`src/rtl/clock_pkg.sv`:
```
// Shared calendar-chain definitions: field widths, month numbering and month lengths.
// Used by the day/month counters and the month-length lookup.
package clock_pkg;

    localparam int DAY_W    = 5;
    localparam int MONTH_W  = 4;
    localparam int FEB_DAYS = 28;
    localparam int DAYS_31  = 31;
    localparam int DAYS_30  = 30;

    typedef enum logic [MONTH_W-1:0] {
        JAN = 4'd1,
        FEB = 4'd2,
        MAR = 4'd3,
        APR = 4'd4,
        MAY = 4'd5,
        JUN = 4'd6,
        JUL = 4'd7,
        AUG = 4'd8,
        SEP = 4'd9,
        OCT = 4'd10,
        NOV = 4'd11,
        DEC = 4'd12
    } month_e;

endpackage

```
`src/rtl/day_counter_if.sv`:
```
// Signal bundle between the calendar controller and the day-of-month counter.
// master drives the controls and month context; slave is the counter itself.
interface day_counter_if #(
    parameter int DAY_W = clock_pkg::DAY_W
);
    import clock_pkg::*;

    logic               inc;
    logic               dec;
    logic               ctrl_set;
    logic               carry_in_hour;
    logic [MONTH_W-1:0] month_count;
    logic               leap_year;
    logic [DAY_W-1:0]   day_count;
    logic [DAY_W-1:0]   max_day;
    logic               carry_out;

    modport master (
        output inc, dec, ctrl_set, carry_in_hour, month_count, leap_year,
        input  day_count, max_day, carry_out
    );

    modport slave (
        input  inc, dec, ctrl_set, carry_in_hour, month_count, leap_year,
        output day_count, max_day, carry_out
    );

endinterface

```
`src/rtl/day_counter_days_in_month.sv`:
```
// Month length lookup: month number and leap flag to number of days.
// Out-of-range month numbers read as a 31-day month.
module days_in_month
    import clock_pkg::*;
#(
    parameter int DAY_W    = clock_pkg::DAY_W,
    parameter int FEB_DAYS = clock_pkg::FEB_DAYS
) (
    input  logic [MONTH_W-1:0] month_i,
    input  logic               leap_i,
    output logic [DAY_W-1:0]   max_day_o
);

    always_comb begin
        max_day_o = DAY_W'(DAYS_31);
        case (month_i)
            FEB:                max_day_o = DAY_W'(FEB_DAYS) + DAY_W'(leap_i);
            APR, JUN, SEP, NOV: max_day_o = DAY_W'(DAYS_30);
            default:            max_day_o = DAY_W'(DAYS_31);
        endcase
    end

endmodule

```
`src/rtl/day_counter.sv`:
```
// Day-of-month counter: advances on the time-of-day carry, steps in set mode,
// and pulls the day back into range when the month shrinks under it.
module day_counter
    import clock_pkg::*;
#(
    parameter int DAY_W    = clock_pkg::DAY_W,
    parameter int FEB_DAYS = clock_pkg::FEB_DAYS
) (
    input logic         clk,
    input logic         rst_n,
    day_counter_if.slave bus
);

    logic [DAY_W-1:0] day_q;
    logic [DAY_W-1:0] day_d;
    logic [DAY_W-1:0] max_day;
    logic             at_end;

    days_in_month #(
        .DAY_W    (DAY_W),
        .FEB_DAYS (FEB_DAYS)
    ) u_days_in_month (
        .month_i   (bus.month_count),
        .leap_i    (bus.leap_year),
        .max_day_o (max_day)
    );

    // >= rather than == so an over-range day wraps instead of counting past 31
    assign at_end = (day_q >= max_day);

    always_comb begin
        day_d = day_q;
        if (bus.ctrl_set && bus.inc) begin
            day_d = at_end ? DAY_W'(1) : day_q + DAY_W'(1);
        end else if (bus.ctrl_set && bus.dec) begin
            day_d = (day_q == DAY_W'(1)) ? max_day : day_q - DAY_W'(1);
        end else if (!bus.ctrl_set && bus.carry_in_hour) begin
            day_d = at_end ? DAY_W'(1) : day_q + DAY_W'(1);
        end else if (day_q > max_day) begin
            day_d = max_day;
        end
    end

    always_ff @(posedge clk or negedge rst_n) begin
        if (!rst_n) begin
            day_q <= DAY_W'(1);
        end else begin
            day_q <= day_d;
        end
    end

    assign bus.day_count = day_q;
    assign bus.max_day   = max_day;
    assign bus.carry_out = bus.carry_in_hour && !bus.ctrl_set && at_end;

endmodule

```
`src/flat_wrapper.sv`:
```
// flat-port wrapper written by rule: the top's interface ports become plain ports
module day_counter_flat import clock_pkg::*;
#(
    parameter int DAY_W    = clock_pkg::DAY_W,
    parameter int FEB_DAYS = clock_pkg::FEB_DAYS
)
  (clk, rst_n, bus_inc, bus_dec, bus_ctrl_set, bus_carry_in_hour, bus_month_count, bus_leap_year, bus_day_count, bus_max_day, bus_carry_out);
  day_counter_if #(.DAY_W(DAY_W)) bus_i ();
  input logic clk;
  input logic rst_n;
  input wire logic [$bits(bus_i.inc)-1:0] bus_inc;
  input wire logic [$bits(bus_i.dec)-1:0] bus_dec;
  input wire logic [$bits(bus_i.ctrl_set)-1:0] bus_ctrl_set;
  input wire logic [$bits(bus_i.carry_in_hour)-1:0] bus_carry_in_hour;
  input wire logic [$bits(bus_i.month_count)-1:0] bus_month_count;
  input wire logic [$bits(bus_i.leap_year)-1:0] bus_leap_year;
  output wire logic [$bits(bus_i.day_count)-1:0] bus_day_count;
  output wire logic [$bits(bus_i.max_day)-1:0] bus_max_day;
  output wire logic [$bits(bus_i.carry_out)-1:0] bus_carry_out;
  assign bus_i.inc = bus_inc;
  assign bus_i.dec = bus_dec;
  assign bus_i.ctrl_set = bus_ctrl_set;
  assign bus_i.carry_in_hour = bus_carry_in_hour;
  assign bus_i.month_count = bus_month_count;
  assign bus_i.leap_year = bus_leap_year;
  assign bus_day_count = bus_i.day_count;
  assign bus_max_day = bus_i.max_day;
  assign bus_carry_out = bus_i.carry_out;
  day_counter #(.DAY_W(DAY_W), .FEB_DAYS(FEB_DAYS)) u_core (.clk(clk), .rst_n(rst_n), .bus(bus_i));
endmodule
```
`config.mk`:
```
export PLATFORM = sky130hd
export DESIGN_NAME = day_counter_flat
export DESIGN_NICKNAME = d
export VERILOG_FILES = /design/src/rtl/clock_pkg.sv /design/src/rtl/day_counter_if.sv /design/src/rtl/day_counter_days_in_month.sv /design/src/rtl/day_counter.sv /design/src/flat_wrapper.sv
export SDC_FILE = /design/constraint.sdc
export NUM_CORES = 1
export LEC_CHECK = 0
export BUFFER_PORTS_ARGS = -buffer_cell sky130_fd_sc_hd__buf_2
export CAP_MARGIN = 10
export CORE_MARGIN = 2
export CORE_UTILIZATION = 35
export DETAILED_ROUTE_END_ITERATION = 6
export PLACE_DENSITY = 0.59
export SYNTH_ARGS = -nofsm -noshare
export SYNTH_HDL_FRONTEND = slang
export SYNTH_SLANG_ARGS = --single-unit
```
`constraint.sdc`:
```
create_clock -name clk -period 3.6 [get_ports clk]
set_clock_uncertainty 0.2 [all_clocks]
set_input_delay 0.36 -clock clk [delete_from_list [all_inputs] [get_ports clk]]
set_output_delay 0.36 -clock clk [all_outputs]
set_load 0.005 [all_outputs]
```
======== Yosys cells after proc, flatten, opt, wreduce, memory -nomap -nowiden ========
Cells that the tools add are included.
word-level totals
  bits of input ports ..................... 11
  register bits after elaboration ......... 5
  output and inout bits ................... 11
operators by class
  reductions and logical operators ........ 7
  eq/ne operators ......................... 6
  add/sub/neg operators ................... 3
  multiplexer cells ....................... 7
  order comparisons ....................... 2
operators with widths
  kind                                                  count
  two-way mux 5 bit                                     6
  one-hot mux 5 bit (2 select lines)                    1
  equality test 4 x 3 -> 1 bit (second input constant)  2
  equality test 4 bit (second input constant)           2
  adder 5 x 1 -> 5 bit (second input constant)          1
  equality test 5 x 1 -> 1 bit (second input constant)  1
  greater-or-equal comparator 5 bit                     1
  greater-than comparator 5 bit                         1
  subtractor 5 x 1 -> 5 bit (second input constant)     1
  adder 3 x 2 -> 4 bit (first input constant)           1
  equality test 4 x 2 -> 1 bit (second input constant)  1
  logical AND 1 bit                                     4
  nonzero test 4 bit                                    1
  OR reduction 4 bit                                    1
  logical NOT 1 bit                                     1

======== Depth between registers and ports, before layout ========
  word-level depth ........................ 8
  depth in mapped cells ................... 10

======== Cells and area by module ========
From an unflattened synthesis, not the netlist that was laid out.
unflattened totals
  cells, all modules ...................... 91
  area, all modules ....................... 775.7 um2
by module, submodules not included
  module         sequential area each (um2)  area an instance (um2)  cells an instance  instances
  day_counter    126.4                       713.2                   82                 1
  days_in_month  0.0                         62.6                    9                  1

======== Worst setup path before layout ========
No wires, ideal clock.
  path type ............................... in2out
  start ................................... input port bus_leap_year
  end ..................................... output port bus_carry_out
  stages on the path ...................... 9
  data arrival time ....................... 1.703 ns
  buffers on the path ..................... 0
  path slack .............................. 1.337 ns
  cells stage by stage .................... inv_1 a21oi_1 o31ai_1 inv_1 ha_1 nand2b_1 a21oi_1 or2_2 nor2_1
on the way
  cells in the longest elaborated chain, start to end .. 4
RTL lines
  item                                RTL line                         RTL
  from (decl)                         flat_wrapper.sv:16               input wire logic [$bits(bus_i.leap_year)-1:0] bus_leap_year;
  adder 3 x 2 -> 4 bit                day_counter_days_in_month.sv:17  FEB: max_day_o = DAY_W'(FEB_DAYS) + DAY_W'(leap_i);
  one-hot mux 5 bit (2 select lines)  day_counter_days_in_month.sv:16  case (month_i)
  named net bus_max_day[0]            flat_wrapper.sv:18               output wire logic [$bits(bus_i.max_day)-1:0] bus_max_day;
  greater-or-equal comparator 5 bit   day_counter.sv:29                assign at_end = (day_q >= max_day);
  logical AND 1 bit                   day_counter.sv:54                assign bus.carry_out = bus.carry_in_hour && !bus.ctrl_set && at_end;
  to (decl)                           flat_wrapper.sv:19               output wire logic [$bits(bus_i.carry_out)-1:0] bus_carry_out;
The timed path passes the listed nets, and every way through them passes these cells.

======== Worst setup path after layout ========
  start ................................... input port bus_leap_year
  end ..................................... output port bus_carry_out
on the way
  cells in the longest elaborated chain, start to end .. 4
RTL lines
  item                                RTL line
  adder 3 x 2 -> 4 bit                day_counter_days_in_month.sv:17
  one-hot mux 5 bit (2 select lines)  day_counter_days_in_month.sv:16
  greater-or-equal comparator 5 bit   day_counter.sv:29
  logical AND 1 bit                   day_counter.sv:54
Every way passes these cells.

==> impl_results.md <==
* Max cap viols at 0
* Syn. warnings at 0
* Worst setup SP type: primary input
* Slew Limit Fails at 0
* Setup CP Type: primary input to output pin
* Vias at 612
* Area grow syn2layout at 19.8%
* DR vias/cell at 5.06
* Top_reg_cell synth: dfrtp_1
* Asr flop ratio synth at 1.00
* Syn avg cell area at 8.25 sq um
* HP Class: primary input to asynchronous set/reset pin
* R2R Setup Slk at 1330 ps
* Data required, critical path at 3040 ps
* WHS at 258 ps
* Register area share after synthesis at 0.202
* Vias in the first global route at 547
* Max Fclk at 0.391 GHz
* Max FFs per register at 5
* GRT Total Usage at 0.149
* Post-DR wirelength/cell at 11.3 microns
* N_diodes at 0
* Max VDD drop at 301 uV
* Worst slew pin tran at 463 ps
* Synthesized area at 627 sq um
* Antenna violations before repair at 0
* Crit path arrival time at 2000 ps
* First-pass GRT wire length at 2290 microns
* Final HPWL DP at 1110 microns
* Floorplan die height at 46.3 microns
* Nets at 113
* Initial Utilization at 0.367
* Cells after DPL at 116
* H-tree levels at 1
* Commonest cells after routing, fill and taps aside: buf_2 (18), inv_1 (8), nand2_1 (6), o21ai_0 (6), ha_1 (5)
* Port Buffers at 18
* Skew-Pair Late Insertion Delay at 240 ps
* Post-DRT Antenna Nets at 0
* Post-CTS setup buffers at 0
* Gr ovfl total at 0
* Clk buf depth at 2
* Post-synth cell types at 37
* Most common cell after layout, fill and taps aside: buf_2
* Core area at 0.00171 sq mm
* TritonCTS clock tree: built
* FP Rows at 15
* Fin crit period at 2560 ps
* Routability cong. at 0.840
* Cell depth of the worst flop-to-flop path at 7
* Worst-path clk slew at 40 ps
* Setup_tns at 0 ps
* Total power at 472 uW
* Largest net degree at the start of global routing at 11
* Fin crit share at 0.711
* Post-synth EDFFs at 0
* Drt drc at 0
* Cells after Synth at 76
* Critical path capture point type: output pin
* Status: completed
* Unrepaired setup endpoints after global routing: no
* R2R Path Start: u_core.bus.day_count[0]
* R2r endpoint: u_core.bus.day_count[1]
* P per Cell Area at 629 mW/mm^2
* Root buffer cell: clkbuf_4
* CTS Buf Count at 3
* DR pass1 iterations at 4
* Worst Path Max Fanout at 4
* Clk sinks at 5
* Utilization after layout at 0.440
* Die area at 0.00215 sq mm
* Final Hold Vio Count at 0
* Final WL at 1370 microns
* Non-filler cells, final at 121
* Slew HR at 0.684
* Initial drt markers at 15
* Fraction of layout cells with a size suffix above 1 at 0.302
* IO Pins at 22
* Die Width at 46.3 microns
* Pleak at 0.325 nW
* Yosys reg bits at 5
* Final setup fails at 0
cell type report:
cell class	count	area, sq um
clock buffer	4	26.3
inverter	8	30.0
multi-input combinational	60	437
fill	178	957
timing repair buffer	19	100
tap	25	31.3
sequential	5	126
critical path: stages:
cell and delay (ps):
buf_2 90, inv_1 40, a21oi_1 50, o31ai_1 260
inv_1 120, ha_1 320, nand2b_1 140, a21oi_1 260
or2_2 190, nor2_1 40, buf_2 110
what timing repair did:
item                                    CTS  global route
hold buffers                              1             0
endpoints found under the setup margin    0             0
endpoints found under the hold margin     5             0
gates resized for setup                   0             0
metrics by stage:
step           cell area, sq um  worst slack [ps]
2_1_floorplan               634              1340
3_3_place_gp                714              1030
3_5_place_dp                714              1030
4_1_cts                     751              1020
5_1_grt                     751               869
6_report                    751              1040
synth_stat cells, drive strengths merged (2+ instances only):
cell type / count / area, sq um
and2: 3 / 18.8
nor4b: 2 / 47.6
a21oi: 3 / 15.0
nor2: 4 / 15.0
nand2: 6 / 22.5
buf: 5 / 41.3
ha: 5 / 62.6
dfrtp: 4 / 100
nor3: 3 / 20.0
nand3: 3 / 15.0
a221oi: 3 / 32.5
inv: 8 / 30.0
o21ai: 9 / 48.8
where the power goes:
part	switching [mW]	internal [mW]	leakage, nW
clock network	0.0232	0.0419	0.0150
registers	0.0640	0.0871	0.0539
logic	0.133	0.123	0.256
cell families (layout without fill, tap and decap cells):
logic type,after synthesis,count (layout),synth area share
simple gates,27,27,0.285
compound gates,23,23,0.261
buf+inv,13,31,0.114
fa+ha+maj,5,5,0.0998
flops,5,5,0.202
other cells,1,3,0.00598
xor+xnor,1,1,0.0140
mux,1,1,0.0180
worst max path at each step:
stage                   from             to  slack [ps]
5_1_grt        bus_leap_year  bus_carry_out         870
4_1_cts        bus_leap_year  bus_carry_out        1020
6_report       bus_leap_year  bus_carry_out        1040
2_1_floorplan  bus_leap_year  bus_carry_out        1340
3_5_place_dp   bus_leap_year  bus_carry_out        1030
3_3_place_gp   bus_leap_year  bus_carry_out        1030
layer usage:
metal  track usage  part of all wire
met1         0.195              0.48
met2         0.231              0.46
met3        0.0627             0.058
met4        0.0229                 0
met5             0                 0
(Power assumes the default switching activity.)
